===== config.mk =====
export PLATFORM = sky130hd
export DESIGN_NAME = alu_issue_ctrl
export DESIGN_NICKNAME = d
export VERILOG_FILES = /design/src/rtl/alu_pkg.sv /design/src/rtl/alu_settle_cnt.sv /design/src/rtl/alu_issue_ctrl.sv
export SDC_FILE = /design/constraint.sdc
export NUM_CORES = 1
export LEC_CHECK = 0
export BUFFER_PORTS_ARGS = -buffer_cell sky130_fd_sc_hd__buf_2
export CAP_MARGIN = 10
export CORE_MARGIN = 4
export CORE_UTILIZATION = 25
export DETAILED_ROUTE_END_ITERATION = 8
export PLACE_DENSITY_LB_ADDON = 0.2
export SLEW_MARGIN = 25
export SYNTH_ARGS = -nofsm -noshare
export SYNTH_HDL_FRONTEND = slang
export SYNTH_HIERARCHICAL = 1
export SYNTH_SLANG_ARGS = --single-unit

===== constraint.sdc =====
create_clock -name clk -period 1.85 [get_ports clk]
set_clock_uncertainty 0.1 [all_clocks]
set_input_delay 0.2775 -clock clk [delete_from_list [all_inputs] [get_ports clk]]
set_output_delay 0.2775 -clock clk [all_outputs]
set_load 0.02 [all_outputs]

===== src/rtl/alu_pkg.sv =====
// Shared definitions for the ALU issue controller: opcode encodings, FSM states
// and the settle-counter width.
package alu_pkg;

  localparam logic [2:0] ALU_OP_NONE = 3'b000;
  localparam logic [2:0] ALU_OP_ADD  = 3'b001;
  localparam logic [2:0] ALU_OP_SUB  = 3'b010;
  localparam logic [2:0] ALU_OP_AND  = 3'b011;
  localparam logic [2:0] ALU_OP_OR   = 3'b100;
  localparam logic [2:0] ALU_OP_XOR  = 3'b101;
  localparam logic [2:0] ALU_OP_LSL  = 3'b110;

  localparam int CNT_W = 4;

  typedef enum logic [2:0] {
    ST_IDLE    = 3'd0,
    ST_ISSUE   = 3'd1,
    ST_SETTLE  = 3'd2,
    ST_CAPTURE = 3'd3,
    ST_RESP    = 3'd4
  } alu_state_e;

  // 110 and 111 both decode as shift-left; only 000 is rejected.
  function automatic logic op_is_legal(input logic [2:0] op);
    return op != ALU_OP_NONE;
  endfunction

endpackage


===== src/rtl/alu_settle_cnt.sv =====
// Down-counter that times how long the ALU inputs are held before capture.
module alu_settle_cnt
  import alu_pkg::*;
#(
  parameter int W = CNT_W
) (
  input  logic         clk,
  input  logic         rst,
  input  logic         load,
  input  logic [W-1:0] load_val,
  input  logic         dec,
  output logic [W-1:0] cnt,
  output logic         zero
);

  always_ff @(posedge clk) begin
    if (rst) begin
      cnt <= '0;
    end else if (load) begin
      cnt <= load_val;
    end else if (dec && (cnt != '0)) begin
      cnt <= cnt - 1'b1;
    end
  end

  assign zero = (cnt == '0);

endmodule


===== src/rtl/alu_issue_ctrl.sv =====
// Sequences one operation at a time onto an external ALU: issue, hold inputs
// for SETTLE_CYCLES, capture result and flags, then present a response.
module alu_issue_ctrl
  import alu_pkg::*;
#(
  parameter int SETTLE_CYCLES = 2
) (
  input  logic        clk,
  input  logic        rst,
  input  logic        req_valid,
  output logic        req_ready,
  input  logic [2:0]  req_op,
  input  logic [31:0] req_a,
  input  logic [31:0] req_b,
  output logic [31:0] alu_din1,
  output logic [31:0] alu_din2,
  output logic [2:0]  alu_control,
  output logic        alu_run,
  input  logic [31:0] alu_dout,
  input  logic        alu_zf,
  input  logic        alu_vf,
  input  logic        alu_cf,
  input  logic        alu_nf,
  output logic        resp_valid,
  input  logic        resp_ready,
  output logic [31:0] resp_data,
  output logic [3:0]  resp_flags,
  output logic        resp_err,
  output alu_state_e  fsm_state
);

  // Handshakes: a transfer happens on a posedge where valid && ready are both
  // high; valid never depends on ready, and the payload is stable while valid.

  localparam logic [CNT_W-1:0] SETTLE_LOAD = CNT_W'(SETTLE_CYCLES - 1);

  alu_state_e       state;
  logic             cnt_load;
  logic             cnt_dec;
  logic             cnt_zero;
  logic [CNT_W-1:0] cnt;

  assign cnt_load  = (state == ST_ISSUE);
  assign cnt_dec   = (state == ST_SETTLE);
  assign fsm_state = state;

  alu_settle_cnt #(.W(CNT_W)) u_settle_cnt (
    .clk      (clk),
    .rst      (rst),
    .load     (cnt_load),
    .load_val (SETTLE_LOAD),
    .dec      (cnt_dec),
    .cnt      (cnt),
    .zero     (cnt_zero)
  );

  always_ff @(posedge clk) begin
    if (rst) begin
      state       <= ST_IDLE;
      req_ready   <= 1'b1;
      alu_run     <= 1'b1;
      alu_din1    <= '0;
      alu_din2    <= '0;
      alu_control <= ALU_OP_NONE;
      resp_valid  <= 1'b0;
      resp_data   <= '0;
      resp_flags  <= '0;
      resp_err    <= 1'b0;
    end else begin
      case (state)
        ST_IDLE: begin
          if (req_valid) begin
            req_ready <= 1'b0;
            if (op_is_legal(req_op)) begin
              // Operands go straight onto the ALU registers so they are
              // already stable during the ISSUE cycle.
              alu_din1    <= req_a;
              alu_din2    <= req_b;
              alu_control <= req_op;
              alu_run     <= 1'b0;
              state       <= ST_ISSUE;
            end else begin
              resp_valid <= 1'b1;
              resp_err   <= 1'b1;
              resp_data  <= '0;
              resp_flags <= '0;
              state      <= ST_RESP;
            end
          end
        end
        ST_ISSUE: begin
          state <= ST_SETTLE;
        end
        ST_SETTLE: begin
          if (cnt_zero) begin
            state <= ST_CAPTURE;
          end
        end
        ST_CAPTURE: begin
          resp_data  <= alu_dout;
          resp_flags <= {alu_nf, alu_zf, alu_cf, alu_vf};
          resp_err   <= 1'b0;
          resp_valid <= 1'b1;
          alu_run    <= 1'b1;
          state      <= ST_RESP;
        end
        ST_RESP: begin
          if (resp_ready) begin
            resp_valid <= 1'b0;
            req_ready  <= 1'b1;
            state      <= ST_IDLE;
          end
        end
        default: begin
          state     <= ST_IDLE;
          req_ready <= 1'b1;
          alu_run   <= 1'b1;
        end
      endcase
    end
  end

endmodule


==> results.md <==
- Status: finished clean
- Worst hold path type: in2reg
- Multi-input gate area in the final layout: about 0.0025 mm2
- Die footprint: around 0.023 mm2
- Maximum vdd ir drop: between 500 and 600 uV
- Max Cap Viol: 0
- WL final: about 13000 um
- Num CTS Buffers: 17
- Root buf cell: clkbuf_16
- Startpoint types: register
- Share of post-route cells with drive strength above 1: 36.5%
- Post-synth cell types: 40
- DP Wirelength: 9400 um
- Diode count: 0
- Endpoint class of the critical path: register
- Crit path max fanout: 5
- Initial Util: about a quarter
- Std-Cell Rows: 52
- Port Buffers: around 220
- DR vias/cell: a little over 4
- Layout Cells excl Fill: about 1000
- Sequential standard cell area: 0.00228 mm2
- Ys Warns: 6
- Area added between synthesis and finish: 40.9%
- Total track usage: between 10 and 15%
- Cells on worst reg2reg path: 5
- Seq/Total Area, Yosys: between 40% and 50%
- CP arrival: 1.95 ns
- Gp weighted congestion: slightly above 0.7
- DR pass1 iterations: 4
- Initial detailed-routing violation count: 120
- Placed Cells: between 900 and 1000
- Post-DR wirelength/cell: between 10 and 15 um
- Fillcell total: 2107
- Via count: ~4200
- Tmin final: approximately 1.7 ns
- First-pass GRT wire length: roughly 21000 um
- Post-synth EDFFs: 0
- Worst-case clock buffer depth: 2
- Floorplan die height: between 150 and 200 um
- WP data required: approximately 2.1 ns
- Residual DRC: 0
- DIE WIDTH: approximately 150 um
- Total power divided by cell area: 1030 mW/mm2
- Leak Pwr: between 3 and 4 nW
- Mapped Area: around 0.0051 mm2
- Count of mapped cells out of synthesis: 527
- Final Cycle Share: a little over 90%
- RSZ-0062 raised after global routing: false
- Final core utilization: between 30% and 40%
- Dpl cell area: roughly 0.0066 mm2
- Slew Limit Fails: 0
- Congestion Overflow GR: 0
- Most frequent cells in the layout: 215 x buf_2, 131 x nand2b_1, 114 x dfxtp_1, 66 x mux2i_1, 41 x inv_1
- F_max: between 500 and 600 MHz
- Setup violations, final: 0
- Vias in the first global route: roughly 4000
- Synth Flop Type: dfxtp_1
- Layout Nets: roughly 850
- WHS Path Cells: 3
- Commonest non-fill, non-tap cell in the layout: buf_2
- CTS tree: yes
- Antenna Nets Post-Route: 0
- Htree depth: 4
- Post-synth ARST share: 0%
- CP Class: reg2reg
- Clock sinks: 114
- Num ports: around 220
- Synthesized area per cell: 9.74 um2
- Largest net degree at the start of global routing: 85
- Final instance area: 0.00723 mm2
- Antenna violations before repair: 1
- Final hold vios: 0
- Clock Pin Slew Worst Setup and Hold Paths: 0.06 ns
- Insertion delay to the later sink of the worst-skew pair: 0.40 ns
- FF+latch count, synth: ~110
- Core ar.: 0.0202 mm2
-- report_power, final --
group / switching (W) / internal, W / leakage (nW)
Clock: 0.00122 / 0.00227 / 0.300
Sequential: 0.0000950 / 0.00264 / 0.930
Combinational: 0.000690 / 0.000570 / 2.10
Total: 0.00201 / 0.00548 / 3.33
-- metrics by stage --
stage	worst slack (ns)	TNS, ns	hold WS (ns)	total power [W]
2_1_floorplan	-0.0149	-0.0149	0.250	0.00360
3_3_place_gp	0.153	0	0.346	0.00407
3_5_place_dp	0.148	0	0.346	0.00406
4_1_cts	0.108	0	0.000290	0.00764
5_1_grt	0.0410	0	0.00762	0.00788
6_report	0.143	0	0.0240	0.00748
-- synthesized netlist by cell type, types with 2 or more instances --
cell | count | area share (%)
buf_6 | 2 | 0.44
a21oi_1 | 3 | 0.29
buf_2 | 7 | 0.68
nor2_1 | 8 | 0.58
clkbuf_1 | 30 | 2.2
nand3_1 | 2 | 0.19
o32ai_1 | 36 | 6.1
nand2b_1 | 131 | 16
nand2_1 | 6 | 0.44
buf_4 | 4 | 0.58
mux2i_1 | 66 | 13
dfxtp_1 | 114 | 44
nand3b_1 | 40 | 5.8
nor3_1 | 2 | 0.19
a31oi_1 | 2 | 0.24
a311oi_1 | 2 | 0.34
and2_1 | 2 | 0.24
inv_1 | 41 | 3.0
o21ai_0 | 4 | 0.39
a211oi_1 | 2 | 0.29
a21o_1 | 2 | 0.29
o21bai_1 | 2 | 0.29
conb_1 | 2 | 0.15
-- flip-flops by register name, indices dropped and copies added (netlist names) --
register and flops:
resp_valid 1, fsm_state 3, req_ready 1, alu_run 1
alu_din1 32, resp_data 32, resp_err 1, alu_control 3
alu_din2 32, u_settle_cnt/cnt 4, resp_flags 4
-- worst max-delay path, cell delays in order (launching register included) --
cell,delay (ns)
dfxtp_1,0.31
inv_1,0.11
ha_1,0.21
or3b_4,0.44
a2111oi_4,0.34
a311o_1,0.14
-- cell type report --
type / instances / area share [%]
sequential: 114 / 31.6
timing repair buffer: 235 / 18.5
clock buffer: 17 / 5.88
tap: 270 / 4.67
inverter: 41 / 2.13
multi-input combinational: 328 / 34.4
clock inverter: 15 / 2.89
-- what timing repair did --
action / CTS / global route
hold buffers: 0 / 0
setup buffers: 0 / 0
endpoints found under the setup margin: 0 / 1
gates resized for setup: 0 / 1
-- cell families (layout without fill, tap and decap cells) --
logic type                 after synthesis  count (layout)  synth area share, %
adders and majority gates                2               2                0.439
buffers and inverters                   87             308                 7.65
DFF                                    114             114                 44.5
muxes                                   66              66                 12.9
and+or+nand+nor                        199             199                 25.1
other                                    2               4                0.146
AOI/OAI and AO/OA                       57              57                 9.31
-- path summary, 6_finish.rpt --
check,to,slack (ns),from
worst max-delay path,u_settle_cnt/cnt[1],0.14,u_settle_cnt/cnt[1]
worst min-delay path,alu_din1[3],0.02,req_a[3]
worst max register to register,u_settle_cnt/cnt[1],0.14,u_settle_cnt/cnt[1]
worst min register to register,resp_err,0.35,resp_err
-- routing by layer --
metal  share of wire, %  vias to the layer above  track usage, %  wire (um)
li1                   -                     2200               -          -
met1                 46                     1833            14.7       6190
met2                 40                      171            16.0       5370
met3                 13                       12            6.19       1690
met4                1.3                        2            4.03        178
met5              0.052                        -               0          7
No activity file was read; power rests on OpenSTA's default activity.
